==> config.mk <==
export PLATFORM = sky130hd
export DESIGN_NAME = rev_swap_ctrl_flat
export DESIGN_NICKNAME = d
export VERILOG_FILES = /design/src/rtl/rev_swap_if.sv /design/src/rtl/rev_swap_ctrl.sv /design/src/flat_wrapper.sv
export SDC_FILE = /design/constraint.sdc
export NUM_CORES = 1
export LEC_CHECK = 0
export BUFFER_PORTS_ARGS = -buffer_cell sky130_fd_sc_hd__buf_2
export CORE_MARGIN = 8
export CORE_UTILIZATION = 54
export CTS_CLUSTER_DIAMETER = 30
export DETAILED_ROUTE_END_ITERATION = 6
export PLACE_DENSITY = 0.76
export SETUP_SLACK_MARGIN = 0.2
export SYNTH_ARGS = -nofsm -noshare
export SYNTH_HDL_FRONTEND = slang
export SYNTH_SLANG_ARGS = --single-unit
==> constraint.sdc <==
create_clock -name clk -period 2.1 [get_ports clk]
set_input_delay 0.42 -clock clk [delete_from_list [all_inputs] [get_ports clk]]
set_output_delay 0.42 -clock clk [all_outputs]
set_load 0.01 [all_outputs]
==> src/rtl/rev_swap_if.sv <==
// -----------------------------------------------------------------------------
// rev_swap_if
// Bundles the control handshake, the swap-index table port and the shared
// sample-buffer port of rev_swap_ctrl.
//
//   start, busy, done     : pass request / in-progress / completion pulse
//   rom_en, rom_addr      : index-table read (data returns next cycle)
//   rom_dout              : index-table data
//   ram_req, ram_gnt      : buffer arbitration for the 4-cycle swap burst
//   ram_en, ram_we        : buffer enable / write enable
//   ram_addr, ram_wdata   : buffer address / write data
//   ram_rdata             : buffer read data (valid the cycle after a read)
//
// master : the controller side; slave : table, buffer and requester side.
// -----------------------------------------------------------------------------
interface rev_swap_if #(
   parameter int DW = 32
) ();
   logic          start;
   logic          busy;
   logic          done;
   logic          rom_en;
   logic [5:0]    rom_addr;
   logic [8:0]    rom_dout;
   logic          ram_req;
   logic          ram_gnt;
   logic          ram_en;
   logic          ram_we;
   logic [8:0]    ram_addr;
   logic [DW-1:0] ram_wdata;
   logic [DW-1:0] ram_rdata;

   modport master (
      input  start, rom_dout, ram_gnt, ram_rdata,
      output busy, done, rom_en, rom_addr, ram_req, ram_en, ram_we,
             ram_addr, ram_wdata
   );

   modport slave (
      output start, rom_dout, ram_gnt, ram_rdata,
      input  busy, done, rom_en, rom_addr, ram_req, ram_en, ram_we,
             ram_addr, ram_wdata
   );
endinterface

==> src/rtl/rev_swap_ctrl.sv <==
// -----------------------------------------------------------------------------
// rev_swap_ctrl
// Bit-reversal reorder controller. For every entry of a 9-bit swap-index table
// it reads index a, forms b = bit-reverse(a) and, unless a == b, swaps buffer
// words a and b with an uninterruptible 4-cycle burst (RD a, RD b, WR a, WR b)
// once the buffer arbiter grants access.
//
// Ports:
//   clk  : single clock, rising edge
//   rst  : synchronous active-high reset
//   bus  : rev_swap_if.master (control, table port, buffer port)
//
// Outputs are decoded from the current state, so a pass request seen in IDLE
// shows busy on the following cycle, and a reset cancels any write in the
// cycle after it is sampled. Address/data outputs hold their last driven value
// in states that do not use them.
// -----------------------------------------------------------------------------
module rev_swap_ctrl #(
   parameter int DW    = 32,
   parameter int N_ENT = 35
) (
   input  logic        clk,
   input  logic        rst,
   rev_swap_if.master  bus
);

   typedef enum logic [2:0] {
      IDLE, ROM_RD, ROM_LAT, RD_A, RD_B, WR_A, WR_B, DONE
   } state_t;

   state_t        state, state_nx;
   logic [5:0]    idx;
   logic [8:0]    a, b;
   logic          lat_vld;     // a/b already captured during a grant stall
   logic [DW-1:0] data_a;

   logic [8:0]    cur_a, cur_b;
   logic          swap_needed;
   logic          last_ent;
   logic          advance;

   // Last driven values, replayed while the owning output is unused.
   logic [5:0]    rom_addr_q;
   logic [8:0]    ram_addr_q;
   logic [DW-1:0] ram_wdata_q;

   function automatic logic [8:0] bit_rev9(input logic [8:0] v);
      logic [8:0] r;
      for (int i = 0; i < 9; i++) r[i] = v[8-i];
      return r;
   endfunction

   // Table data is only valid in the first ROM_LAT cycle; if the grant stalls,
   // the captured copy is used for the rest of the wait.
   assign cur_a       = lat_vld ? a : bus.rom_dout;
   assign cur_b       = lat_vld ? b : bit_rev9(bus.rom_dout);
   assign swap_needed = (cur_a != cur_b);
   assign last_ent    = (idx == 6'(N_ENT - 1));

   // NOTE: every output of this block gets a default before the case, so no
   // path leaves a signal unassigned and no latch is inferred.
   always_comb begin
      state_nx      = state;
      advance       = 1'b0;
      bus.busy      = 1'b0;
      bus.done      = 1'b0;
      bus.rom_en    = 1'b0;
      bus.rom_addr  = rom_addr_q;
      bus.ram_req   = 1'b0;
      bus.ram_en    = 1'b0;
      bus.ram_we    = 1'b0;
      bus.ram_addr  = ram_addr_q;
      bus.ram_wdata = ram_wdata_q;

      unique case (state)
         IDLE: begin
            if (bus.start) state_nx = ROM_RD;
         end
         ROM_RD: begin
            bus.busy     = 1'b1;
            bus.rom_en   = 1'b1;
            bus.rom_addr = idx;
            state_nx     = ROM_LAT;
         end
         ROM_LAT: begin
            bus.busy = 1'b1;
            if (!swap_needed) begin
               // Palindromic index: nothing to swap, move to the next entry.
               advance  = 1'b1;
               state_nx = last_ent ? DONE : ROM_RD;
            end else begin
               bus.ram_req = 1'b1;
               if (bus.ram_gnt) state_nx = RD_A;
            end
         end
         RD_A: begin
            bus.busy     = 1'b1;
            bus.ram_req  = 1'b1;
            bus.ram_en   = 1'b1;
            bus.ram_addr = a;
            state_nx     = RD_B;
         end
         RD_B: begin
            bus.busy     = 1'b1;
            bus.ram_req  = 1'b1;
            bus.ram_en   = 1'b1;
            bus.ram_addr = b;
            state_nx     = WR_A;
         end
         WR_A: begin
            // Word read from b arrives now and goes straight back out to a.
            bus.busy      = 1'b1;
            bus.ram_req   = 1'b1;
            bus.ram_en    = 1'b1;
            bus.ram_we    = 1'b1;
            bus.ram_addr  = a;
            bus.ram_wdata = bus.ram_rdata;
            state_nx      = WR_B;
         end
         WR_B: begin
            bus.busy      = 1'b1;
            bus.ram_req   = 1'b1;
            bus.ram_en    = 1'b1;
            bus.ram_we    = 1'b1;
            bus.ram_addr  = b;
            bus.ram_wdata = data_a;
            advance       = 1'b1;
            state_nx      = last_ent ? DONE : ROM_RD;
         end
         DONE: begin
            bus.done = 1'b1;
            state_nx = IDLE;
         end
         default: state_nx = IDLE;
      endcase
   end

   // NOTE: sequential state uses non-blocking assignments so every register
   // samples pre-edge values regardless of statement order.
   always_ff @(posedge clk) begin
      if (rst) begin
         state       <= IDLE;
         idx         <= '0;
         a           <= '0;
         b           <= '0;
         lat_vld     <= 1'b0;
         data_a      <= '0;
         rom_addr_q  <= '0;
         ram_addr_q  <= '0;
         ram_wdata_q <= '0;
      end else begin
         state       <= state_nx;
         rom_addr_q  <= bus.rom_addr;
         ram_addr_q  <= bus.ram_addr;
         ram_wdata_q <= bus.ram_wdata;

         if (state == IDLE && bus.start)
            idx <= '0;
         else if (advance && !last_ent)
            idx <= idx + 6'd1;

         if (state == ROM_LAT && !lat_vld) begin
            a <= bus.rom_dout;
            b <= bit_rev9(bus.rom_dout);
         end
         lat_vld <= (state == ROM_LAT) && (state_nx == ROM_LAT);

         // Read of a was issued in RD_A, its data is on ram_rdata in RD_B.
         if (state == RD_B) data_a <= bus.ram_rdata;
      end
   end

endmodule
==> src/flat_wrapper.sv <==
// flat-port wrapper written by rule: the top's interface ports become plain ports
module rev_swap_ctrl_flat 
#(
   parameter int DW    = 32,
   parameter int N_ENT = 35
)
  (clk, rst, bus_start, bus_rom_dout, bus_ram_gnt, bus_ram_rdata, bus_busy, bus_done, bus_rom_en, bus_rom_addr, bus_ram_req, bus_ram_en, bus_ram_we, bus_ram_addr, bus_ram_wdata);
  rev_swap_if #(.DW(DW)) bus_i ();
  input  logic clk;
  input  logic rst;
  input wire logic [$bits(bus_i.start)-1:0] bus_start;
  input wire logic [$bits(bus_i.rom_dout)-1:0] bus_rom_dout;
  input wire logic [$bits(bus_i.ram_gnt)-1:0] bus_ram_gnt;
  input wire logic [$bits(bus_i.ram_rdata)-1:0] bus_ram_rdata;
  output wire logic [$bits(bus_i.busy)-1:0] bus_busy;
  output wire logic [$bits(bus_i.done)-1:0] bus_done;
  output wire logic [$bits(bus_i.rom_en)-1:0] bus_rom_en;
  output wire logic [$bits(bus_i.rom_addr)-1:0] bus_rom_addr;
  output wire logic [$bits(bus_i.ram_req)-1:0] bus_ram_req;
  output wire logic [$bits(bus_i.ram_en)-1:0] bus_ram_en;
  output wire logic [$bits(bus_i.ram_we)-1:0] bus_ram_we;
  output wire logic [$bits(bus_i.ram_addr)-1:0] bus_ram_addr;
  output wire logic [$bits(bus_i.ram_wdata)-1:0] bus_ram_wdata;
  assign bus_i.start = bus_start;
  assign bus_i.rom_dout = bus_rom_dout;
  assign bus_i.ram_gnt = bus_ram_gnt;
  assign bus_i.ram_rdata = bus_ram_rdata;
  assign bus_busy = bus_i.busy;
  assign bus_done = bus_i.done;
  assign bus_rom_en = bus_i.rom_en;
  assign bus_rom_addr = bus_i.rom_addr;
  assign bus_ram_req = bus_i.ram_req;
  assign bus_ram_en = bus_i.ram_en;
  assign bus_ram_we = bus_i.ram_we;
  assign bus_ram_addr = bus_i.ram_addr;
  assign bus_ram_wdata = bus_i.ram_wdata;
  rev_swap_ctrl #(.DW(DW), .N_ENT(N_ENT)) u_core (.clk(clk), .rst(rst), .bus(bus_i));
endmodule
## Word level (Yosys, flattened, before mapping)

Index checks and enable logic that the tools add are counted.

| storage, ports and cells | value |
|---|---|
| flip-flop bits (word level) | 107 |
| bits in latches | 0 |
| bits in writable memories | 0 |
| bits in read-only memories | 0 |
| input port bits | 45 |
| output and inout port bits | 53 |
| memories | 0 |

| cells by class | value |
|---|---|
| add/subtract/negate cells | 1 |
| multipliers | 0 |
| divide/modulo/power cells | 0 |
| magnitude comparators | 0 |
| eq/ne operators | 10 |
| shift operators | 0 |
| muxes and demuxes | 19 |
| bitwise gates (word level) | 0 |
| reduce and logical (&&, ||, !) cells | 13 |

Operator list:

| cell | number |
|---|---|
| $pmux 32 s2 | 1 |
| $pmux 3 s8 | 1 |
| $mux 9 | 2 |
| $pmux 9 s2 | 1 |
| $eq 3x3->1 const B | 4 |
| $mux 3 | 4 |
| $eq 3x2->1 const B | 3 |
| $ne 9x9->1 | 1 |
| $reduce_or 2->1 | 4 |
| $mux 1 | 7 |
| $add 6x1->6 const B | 1 |
| $eq 6x6->1 const B | 1 |
| $mux 6 | 1 |
| $reduce_or 6->1 | 1 |
| $logic_and 1x1->1 | 4 |
| $pmux 1 s2 | 2 |
| $reduce_or 4->1 | 1 |
| $eq 3x1->1 const B | 1 |
| $logic_not 3->1 | 1 |
| $logic_not 1->1 | 2 |

## Depth between registers and ports, before layout

Gate-level depths: netlist of the first run.

| depth | value |
|---|---|
| word-level depth | 6 |
| depth in mapped cells | 8 |
| mapped depth without buffers | 7 |

## Least setup slack after synthesis of the first run

Ideal clock, no wire load.

| timing | value |
|---|---|
| path kind | register to output |
| start | reg u_core.state[1] |
| end | out bus_rom_addr[0] |
| arrival | 1.247 ns |
| required time | 1.680 ns |
| slack | 0.433 ns |
| stages on the path, launching flop included | 6 |
| cells stage by stage | dfxtp_1 > buf_4 > inv_2 > nand2_1 > nor2_4 > mux2_1 |

| on the way | value |
|---|---|
| word-level cells in the longest chain between the ends | 2 |

RTL lines:

| element | line | RTL |
|---|---|---|
| start: declaration | rev_swap_ctrl.sv:31 | `state_t state, state_nx;` |
| start signal: assignment | rev_swap_ctrl.sv:152 | `state <= state_nx;` |
| $eq 3x1->1 | rev_swap_ctrl.sv:75 | `unique case (state)` |
| $mux 6 | rev_swap_ctrl.sv:75 |  |
| end: declaration | flat_wrapper.sv:18 | `output wire logic [$bits(bus_i.rom_addr)-1:0] bus_rom_addr;` |

Every way passes these cells.

## Worst setup path after layout of the first run

| timing | value |
|---|---|
| start | reg u_core.state[1] |
| end | out bus_ram_addr[6] |

| on the way | value |
|---|---|
| word-level cells in the longest chain between the ends | 3 |
| elaborated cells on any way between the ends | 7 |

RTL lines:

| element | line | RTL |
|---|---|---|
| $eq 3x3->1 or $eq 3x2->1 (tied branches) | rev_swap_ctrl.sv:75 |  |
| $reduce_or 2->1 (no line) | - |  |
| $pmux 9 s2 (*) | rev_swap_ctrl.sv:75 |  |
| end: declaration | flat_wrapper.sv:22 | `output wire logic [$bits(bus_i.ram_addr)-1:0] bus_ram_addr;` |

Mark *: on every way between the ends. The rest lies on a longest branch, timed or not.

==> metrics, run 1 <==
run status finished with violations; failing checks setup timing; YS warnings 0; unrepaired setup endpoints after global routing true; CP Launch Type flip-flop; top-count cell post-synth nand2_1; uppermost routed layer met4; Core Area 7730 µm²; Mapped Cells 516; Post-DP HPWL 7.10 mm; largest area contributor in the netlist dfxtp_1; clk buf depth 2; area of the die 11100 µm²; Static Leak 2.71 nW; Int Power 3.16 mW; Max Slew Vio Count 0; Sw Share 26.6%; Avg Cell Area, Syn 8.36 µm²; list of most frequent post-synthesis cells 156 x nand2_1, 98 x dfxtp_1, 54 x a21oi_1; drt wl/cell 17.3 µm; Worst-path clk slew 0.09 ns; met2 wire len 6.60 mm; dpl cells 694; first-pass GRT wire length 17.6 mm; Post-synth EDFFs 0; Worst Tran Pin Value 0.432 ns; met3 wire len 828 µm; largest net degree at the start of global routing 89; CTS tree yes; Mapped Area 4320 µm²; Hold WS 0.236 ns; CP Max Fanout 10; peak supply drop 0.000503 V; Routed WL 12.9 mm; CTS Hold Bufs 0; Initial DRC Count 172; met1 WL 5.19 mm; Final Critical Period 2.22 ns; Layout Nets 689; CP required 1.68 ns; die outline height 105 µm; Antenna Violating Nets Remaining 0; Core Util, Final 80.5%; number of remaining DRC errors 0; Clk Latency, worst-skew pair 0.37 ns; Pre-Repair DR Iteration Count 4; vias per cell 5.65; Clk pwr share 34.5%; Rel. slew slack 71.2%; Finished Layout Cells 749; io pins 98; final instance area 6220 µm²; Tot GR Track Use 18.8%; vias in the first global route 3900; max cap viols 0; total CTS buffers 9; achievable clock frequency 451 MHz; Initial Util 55.8%; layout cell share with drive strength beyond 1 44.5%; CP Class reg -> out; Setup Skew 0.0145 ns; P per Cell Area 692 nW/µm²; # H-tree levels 3; net count after synthesis 563; Yosys reg bits 98; final setup margin -0.115 ns; sequential power share 45.8%; final hold vios 0; Final period util 105%; total number of vias 4231; Crit. End Element output port; Port Buf Inserts 97; GR Overflow Total 0; proportion of power drawn by combinational gates 19.7%; sequential fraction of the synthesis area 45.5%; FP Rows 32; GP Congestion 0.788; largest cells by area after synthesis dfxtp_1 45%, nand2_1 14%, a21oi_1 6.3%; Setup Viol. Count Final 44; Synth async-reset ratio 0%; Psw 1.14 mW; Synth cell types 47; DP Area 4820 µm²; Clock Sinks 98; Worst Hold Class in -> reg; ys flop type dfxtp_1; ant diodes 0; synthesis-to-layout area growth 44.1%; initial antenna violation count 0; Worst EP arrival 1.80 ns; root buf cell clkbuf_8; Yosys top cell area share 45.5%; Die X 105 µm
layout by cell type (no fill, tap or decap), drive strengths merged, types with 2 or more instances in the layout:
cell,instances
ha,2
and3,3
nor2,13
clkinv,2
nand4,2
and3b,2
nand3,4
inv,8
o22ai,17
a31o,4
nor2b,20
dfxtp,98
o21ai,2
nor3,2
clkbuf,13
and2b,29
a21oi,54
a22oi,32
mux2,7
a31oi,3
nand2,157
bufinv,3
buf,145
xnor2,11
critical path, stage by stage, from the launching register on:
cell and delay [ns]:
dfxtp_2 0.34, buf_8 0.14, nand2_1 0.32, o22ai_1 0.20
a21oi_1 0.26, buf_2 0.18
logic make-up after synthesis:
family	share of synthesized area [%]
muxes	1.83
AOI/OAI and AO/OA	17.5
xor gates and xnor gates	2.41
buffers and inverters	5.86
DFF	45.5
adders and majority gates	0.580
and+or+nand+nor	26.4
power by group through the flow:
stage               Sequential, mW  Clock [mW]  Combinational (mW)
CTS                           1.96        1.50               0.702
finish                        1.97        1.49               0.848
global route                  1.98        1.58               0.904
floorplan                     1.99           0               0.397
detailed placement            2.00           0               0.581
global placement              1.99           0               0.570
sequential cells by signal, summed over array words and instances (netlist names):
register,flops
u_core.ram_addr_q,9
u_core.rom_addr_q,6
u_core.lat_vld,1
u_core.state,3
u_core.data_a,32
u_core.a,1
u_core.idx,6
u_core.ram_wdata_q,32
u_core.b,8
final timing paths:
check	startpoint	endpoint	slack, ns	depth (start not counted)
max	u_core.state[1]	bus_ram_addr[6]	-0.12	5
min	bus_ram_gnt	u_core.lat_vld	0.24	2
max reg2reg	u_core.b[5]	u_core.idx[4]	0.19	10
min reg2reg	u_core.data_a[26]	u_core.data_a[26]	0.46	2
timing repair:
| action | in CTS | in global routing |
|---|---|---|
| pin swaps | 9 | 24 |
| setup endpoints to repair | 52 | 58 |
| gates cloned | 1 | 4 |
| resized for setup | 39 | 145 |
| buffers inserted | 17 | 17 |
metrics by stage:
stage / total power, mW / setup TNS, ns / setup WS, ns
final: 4.30 / -1.87 / -0.115
after global placement: 2.56 / 0 / 0.149
after floorplan: 2.39 / 0 / 0.433
after detailed placement: 2.58 / 0 / 0.112
after CTS: 4.16 / -2.52 / -0.0900
after global routing: 4.46 / -5.15 / -0.166
metal layers:
layer  vias up  global-route usage [%]
met5         -                       0
met4         0                    6.42
met3        32                    5.60
met2       182                    32.7
met1      2019                    21.2
li1       1998                       -
layout make-up:
class	instances	area, µm²
clock inverters	6	113
flip-flops and latches	98	1990
well taps	102	128
repair buffers	148	1270
fillers	483	1510
multi-input cells	378	2560
inverters	7	28.8
clock buffers	10	138
(Power assumes the default switching activity.)
==> inputs of run 2 (changes only) <==
--- a/config.mk
+++ b/config.mk
@@ -5,6 +5,7 @@
 export SDC_FILE = /design/constraint.sdc
 export NUM_CORES = 1
 export LEC_CHECK = 0
+export ABC_AREA = 1
 export BUFFER_PORTS_ARGS = -buffer_cell sky130_fd_sc_hd__buf_2
 export CORE_MARGIN = 8
 export CORE_UTILIZATION = 54
==> run 2 against run 1 <==
Effect of this change:
- the flow still finishes with violations (setup timing)
- critical path depth is 4 higher
- largest cell class unchanged
- sequential cell count unchanged
- combinational power fell by 2%
- critical path type unchanged
- clock skew shrank 0.0066 ns
- first-iteration DRC count up 37%
- critical endpoint is now bus_ram_wdata[28]
==> metrics, run 2 <==
Hold Crit Depth 2 (unchanged); YS warnings 0 (unchanged); Pwr Total 4.35 mW (was 4.30 mW); Tot GR Track Use 21.9% (was 18.8%); Synth async-reset ratio 0% (unchanged); grt met3 use 5.53% (was 5.60%); Rel. slew slack 60.5% (was 71.2%); Setup Skew 0.00787 ns (was 0.0145 ns); CP Class reg -> out (unchanged); Setup Viol. Count Final 22 (was 44); GR Overflow Total 0 (unchanged); vias in the first global route 4606 (was 3900); Worst-path clk slew 0.10 ns (was 0.09 ns); # fillers 455 (was 483); unrepaired setup endpoints after global routing true (unchanged); Reg area 1970 µm² (was 1990 µm²); Compound-Gate Fraction of Synth Area 15.5% (was 17.5%); CP required 1.68 ns (about the same); clk buf depth 2 (unchanged); CTS Hold Bufs 0 (unchanged); Hold WS 0.262 ns (was 0.236 ns); number of remaining DRC errors 0 (unchanged); Core Util, Final 84.5% (was 80.5%); sequential fraction of the synthesis area 46.0% (was 45.5%); synthesis-to-layout area growth 52.4% (was 44.1%); Synth cell types 25 (was 47); Worst Hold Class in -> reg (unchanged); worst-case reg-to-reg path depth 15 (was 10); first-pass GRT wire length 20.5 mm (was 17.6 mm); Mapped Area 4260 µm² (was 4320 µm²); Yosys reg bits 98 (unchanged); Core Area 7690 µm² (was 7730 µm²); Layout Nets 783 (was 689); Finished Layout Cells 843 (was 749); Crit. End Element output port (unchanged); list of most frequent post-synthesis cells 153 x nand2_1, 98 x dfxtp_1, 87 x nor2_1 (was 156 x nand2_1, 98 x dfxtp_1, 54 x a21oi_1); Post-synth EDFFs 0 (unchanged); largest area contributor in the netlist dfxtp_1 (unchanged); failing checks setup timing (unchanged); Worst EP arrival 1.74 ns (was 1.80 ns); area of the die 11000 µm² (was 11100 µm²); ys flop type dfxtp_1 (unchanged); max cap viols 0 (unchanged); # H-tree levels 3 (unchanged); Initial DRC Count 236 (was 172); met2 Use GR 38.6% (was 32.7%); initial antenna violation count 0 (unchanged); Antenna Violating Nets Remaining 0 (unchanged); P per Cell Area 669 nW/µm² (was 692 nW/µm²); Regs by FF count u_core.data_a x32, u_core.ram_wdata_q x32, u_core.ram_addr_q x9 (unchanged); largest family of logic cells by synthesized area simple AND/OR/NAND/NOR gates (unchanged); Post-Synth Adder-Cell Area 0.587% (was 0.580%); io pins 98 (unchanged); vias per cell 5.66 (was 5.65); Yosys top cell area share 46.0% (was 45.5%); Worst Tran Pin Value 0.592 ns (was 0.432 ns); multiplexer share of the synthesized area 0% (was 1.83%); Static Leak 3.11 nW (was 2.71 nW); peak supply drop 0.000416 V (was 0.000503 V); Final period util 103% (was 105%); total number of vias 4773 (was 4231); Post-DP HPWL 7.51 mm (was 7.10 mm); ant diodes 0 (unchanged); Max Slew Vio Count 0 (unchanged); most frequent cells in the layout 103 x nand2_1, 95 x dfxtp_1, 81 x nor2_1, 64 x buf_2, 47 x buf_6 (was 91 x nand2_1, 87 x dfxtp_1, 66 x buf_2, 54 x a21oi_1, 46 x nand2_2); Clock Sinks 98 (unchanged); FP Rows 32 (unchanged); largest net degree at the start of global routing 50 (was 89); Mapped Cells 603 (was 516); root buf cell clkbuf_8 (unchanged); achievable clock frequency 463 MHz (was 451 MHz); Final Critical Period 2.16 ns (was 2.22 ns); CP Max Fanout 8 (was 10); Simple-Gate Fraction of Synth Area 29.2% (was 26.4%); largest cells by area after synthesis dfxtp_1 46%, nand2_1 13%, nor2_1 7.7% (was dfxtp_1 45%, nand2_1 14%, a21oi_1 6.3%); Port Buf Inserts 97 (unchanged); Die X 105 µm (about the same); top-count cell post-synth nand2_1 (unchanged); layout cell share with drive strength beyond 1 39.7% (was 44.5%); multi-input logic area 2600 µm² (was 2560 µm²); commonest non-fill, non-tap cell in the layout nand2_1 (unchanged); Avg Cell Area, Syn 7.07 µm² (was 8.36 µm²); die outline height 105 µm (about the same); GRT busiest layer met2 (unchanged); drt wl/cell 17.2 µm (was 17.3 µm); total CTS buffers 9 (unchanged); Pre-Repair DR Iteration Count 4 (unchanged); CTS tree yes (unchanged); CP Launch Type flip-flop (unchanged); Clk Latency, worst-skew pair 0.37 ns (about the same); dpl cells 784 (was 694); Post-Synth XOR/XNOR Area 1.23% (was 2.41%); Initial Util 55.5% (was 55.8%); net count after synthesis 650 (was 563); GP Congestion 0.789 (was 0.788); final setup margin -0.0587 ns (was -0.115 ns); run status finished with violations (unchanged); final hold vios 0 (unchanged); met1 usage 24.0% (was 21.2%); Routed WL 14.5 mm (was 12.9 mm)
## run 2: per-layer routing
| metal | wire [µm] | vias to the layer above |
|---|---|---|
| li1 | - | 2254 |
| met1 | 5750 | 2271 |
| met2 | 7330 | 216 |
| met3 | 1100 | 32 |
| met4 | 314 | 0 |
| met5 | 0 | - |
## run 2: power by group
part	internal [mW]	switching, mW	total (mW)
clock network	0.802	0.707	1.51
logic	0.395	0.440	0.835
registers	1.94	0.0617	2.01
## run 2: critical path, cell delays in order, from the launching register on
cell       delay (ns)
dfxtp_4          0.41
inv_4            0.06
nor2_4           0.16
nand2_4          0.09
nand2_4          0.10
inv_8            0.05
clkbuf_16        0.18
nand2_2          0.08
nand3_2          0.08
buf_2            0.15
## run 2: what timing repair did
action	4_1_cts	5_1_grt
buffers inserted	26	10
endpoints found under the setup margin	50	57
endpoints found under the hold margin	0	0
pin swaps	11	19
resized for setup	111	122
gates cloned	3	4
## run 2: layout make-up
class / instances / share of cell area (%)
clock buffer: 9 / 1.91
clock inverter: 7 / 1.91
inverter: 44 / 2.73
multi-input combinational: 431 / 40.0
sequential: 98 / 30.4
tap: 102 / 1.96
timing repair buffer: 152 / 21.1
## run 2: cells by family after synthesis
logic type,Yosys count
compound gates,117
xor+xnor,6
fa+ha+maj,2
buf+inv,74
flops,98
simple gates,306
## run 2: stage by stage
| stage | setup slack [ns] | setup TNS (ns) | area (µm²) |
|---|---|---|---|
| 6_report | -0.0587 | -0.478 | 6500 |
| 5_1_grt | -0.0980 | -2.54 | 6500 |
| 4_1_cts | -0.00605 | -0.00605 | 5730 |
| 3_5_place_dp | 0.164 | 0 | 4850 |
| 3_3_place_gp | 0.237 | 0 | 4850 |
| 2_1_floorplan | 0.337 | 0 | 4260 |
## run 2: path summary, 6_finish.rpt
kind                        start                    to  slack [ns]
setup / recovery  u_core.state[2]     bus_ram_wdata[28]       -0.06
hold / removal        bus_ram_gnt        u_core.lat_vld        0.26
setup reg to reg  u_core.state[2]  u_core.ram_addr_q[3]        0.05
hold reg to reg       u_core.b[4]           u_core.b[4]        0.48
==> inputs of run 3 (changes only) <==
--- a/config.mk
+++ b/config.mk
@@ -7,6 +7,7 @@
 export LEC_CHECK = 0
 export ABC_AREA = 1
 export BUFFER_PORTS_ARGS = -buffer_cell sky130_fd_sc_hd__buf_2
+export CORE_ASPECT_RATIO = 0.7
 export CORE_MARGIN = 8
 export CORE_UTILIZATION = 54
 export CTS_CLUSTER_DIAMETER = 30
==> constraint.sdc (replaced) <==
create_clock -name clk -period 2.1 [get_ports clk]
set_input_delay 0.105 -clock clk [delete_from_list [all_inputs] [get_ports clk]]
set_output_delay 0.105 -clock clk [all_outputs]
set_load 0.01 [all_outputs]
==> run 3 against run 2 <==
Effect of this change:
- power shrank 6.2%
- non-clock buffer count down 26
- combinational power down 31%
- worst hold slack worse by 0.25 ns
- design area down 18%
- clock power is essentially flat
- the run now ends clean
- cell count shrank 3.2%
- largest power group unchanged
- global-route usage is 1.3 points lower
- clock skew shrank 0.0045 ns
==> metrics, run 3 (synthesis gave the netlist of run 2 again) <==
Worst-path clk slew 0.06 ns (was 0.10 ns); Worst Tran Pin Value 0.577 ns (was 0.592 ns); area of the die 11000 µm² (about the same); first-pass GRT wire length 18.8 mm (was 20.5 mm); max cap viols 0 (unchanged); setup_tns 0 ns (was -0.478 ns); root buf cell clkbuf_16 (was clkbuf_8); final hold vios 0 (unchanged); Layout Nets 757 (was 783); vias per cell 5.38 (was 5.66); Final period util 88.0% (was 103%); largest net degree at the start of global routing 50 (unchanged); CP required 2.00 ns (was 1.68 ns); Die X 122 µm (was 105 µm); Regs by FF count u_core.data_a x32, u_core.ram_wdata_q x32, u_core.ram_addr_q x9 (unchanged); Initial DRC Count 264 (was 236); # H-tree levels 3 (unchanged); Worst Hold Class in -> reg (unchanged); Max Slew Vio Count 0 (unchanged); Rel. slew slack 61.5% (was 60.5%); peak supply drop 0.000611 V (was 0.000416 V); Setup Viol. Count Final 0 (was 22); Clock Sinks 98 (unchanged); initial antenna violation count 0 (unchanged); vias in the first global route 3952 (was 4606); drt wl/cell 14.0 µm (was 17.2 µm); Post-DP HPWL 7.80 mm (was 7.51 mm); unrepaired setup endpoints after global routing true (unchanged); CP Launch Type flip-flop (unchanged); total CTS buffers 9 (unchanged); CP Class reg -> out (unchanged); Clk Latency, worst-skew pair 0.34 ns (was 0.37 ns); GR Overflow Total 0 (unchanged); CTS tree yes (unchanged); commonest non-fill, non-tap cell in the layout nand2_1 (unchanged); die outline height 90.3 µm (was 105 µm); Pre-Repair DR Iteration Count 5 (was 4); worst-case reg-to-reg path depth 9 (was 15); clk buf depth 2 (unchanged); Pwr Total 4.08 mW (was 4.35 mW); CP Max Fanout 11 (was 8); synthesis-to-layout area growth 24.8% (was 52.4%); Antenna Violating Nets Remaining 0 (unchanged); layout cell share with drive strength beyond 1 21.7% (was 39.7%); Initial Util 54.9% (was 55.5%); most frequent cells in the layout 150 x nand2_1, 97 x buf_2, 95 x dfxtp_1, 82 x nor2_1, 54 x nand3_1 (was 103 x nand2_1, 95 x dfxtp_1, 81 x nor2_1, 64 x buf_2, 47 x buf_6); Core Area 7770 µm² (was 7690 µm²); number of remaining DRC errors 0 (unchanged); Hold Crit Depth 3 (was 2); GP Congestion 0.920 (was 0.789); Static Leak 2.56 nW (was 3.11 nW); total number of vias 4388 (was 4773); Tot GR Track Use 20.6% (was 21.9%); Port Buf Inserts 97 (unchanged); io pins 98 (unchanged); Routed WL 11.5 mm (was 14.5 mm); FP Rows 27 (was 32); achievable clock frequency 541 MHz (was 463 MHz); P per Cell Area 766 nW/µm² (was 669 nW/µm²); Worst EP arrival 1.74 ns (about the same); Crit. End Element output port (unchanged); Setup Skew 0.00334 ns (was 0.00787 ns); run status complete, no violations (was finished with violations); Final Critical Period 1.85 ns (was 2.16 ns); ant diodes 0 (unchanged)
## run 3: changes by cell type in the layout (fill, tap and decap cells not counted), moves of 11 or more
cell	before	now
nand3_2	34	0
nand3_1	17	54
buf_2	64	97
nand2_1	103	150
nand2_4	34	0
nand2_2	15	4
buf_4	26	15
inv_1	30	41
buf_6	47	2
## run 3: through the flow
| stage | instances | util (%) | worst slack, ns | hold slack (ns) | cell area (µm²) |
|---|---|---|---|---|---|
| floorplan | 603 | - | 0.604 | 0.182 | 4260 |
| global placement | 782 | 61.8 | 0.235 | 0.335 | 4800 |
| detailed placement | 782 | 61.8 | 0.169 | 0.326 | 4800 |
| CTS | 808 | 67.0 | 0.167 | 0.00197 | 5200 |
| global route | 816 | 68.5 | 0.145 | 0.0238 | 5320 |
| finish | 816 | 68.5 | 0.252 | 0.0104 | 5320 |
## run 3: final timing paths
path | from | slack (ns) | to
max reg2reg | u_core.b[1] | 0.38 | u_core.idx[0]
min reg2reg | u_core.b[4] | 0.46 | u_core.b[4]
max | u_core.state[2] | 0.25 | bus_ram_wdata[1]
min | bus_ram_rdata[15] | 0.01 | u_core.data_a[15]
## run 3: layout make-up
type	count	area, µm²
repair buffers	126	771
fillers	662	2450
clock inverters	5	30.0
flip-flops and latches	98	1970
clock buffers	11	243
multi-input cells	431	2010
inverters	44	169
well taps	101	126
## run 3: critical path, cell delays in order (launching register included)
cell and delay [ns]:
dfxtp_4 0.38, inv_2 0.08, nor2_4 0.10, nand2_2 0.09, nand2_2 0.11, clkinvlp_4 0.13, buf_6 0.16, nand2_1 0.09
nand3_1 0.10, buf_2 0.16
## run 3: metal layers
layer | GRT usage, % | wire length, µm | vias to the layer above
met5 | 0 | 0 | -
met4 | 4.45 | 115 | 0
met3 | 6.68 | 1000 | 14
met2 | 31.1 | 4990 | 167
met1 | 27.9 | 5350 | 2004
li1 | - | - | 2203
## run 3: where the power goes
part	total [mW]	switching, mW	internal (mW)
Clock	1.51	0.679	0.829
Combinational	0.572	0.339	0.233
Sequential	2.00	0.0530	1.94
Total	4.08	1.07	3.01
## run 3: timing repair
action                     4_1_cts  5_1_grt
setup buffers                    1        8
setup endpoints to repair       44       55
cloned                           0        0
hold endpoints to repair         9        0
hold buffers                     9        0
pin swaps                        0        2
gates resized for setup          9       17
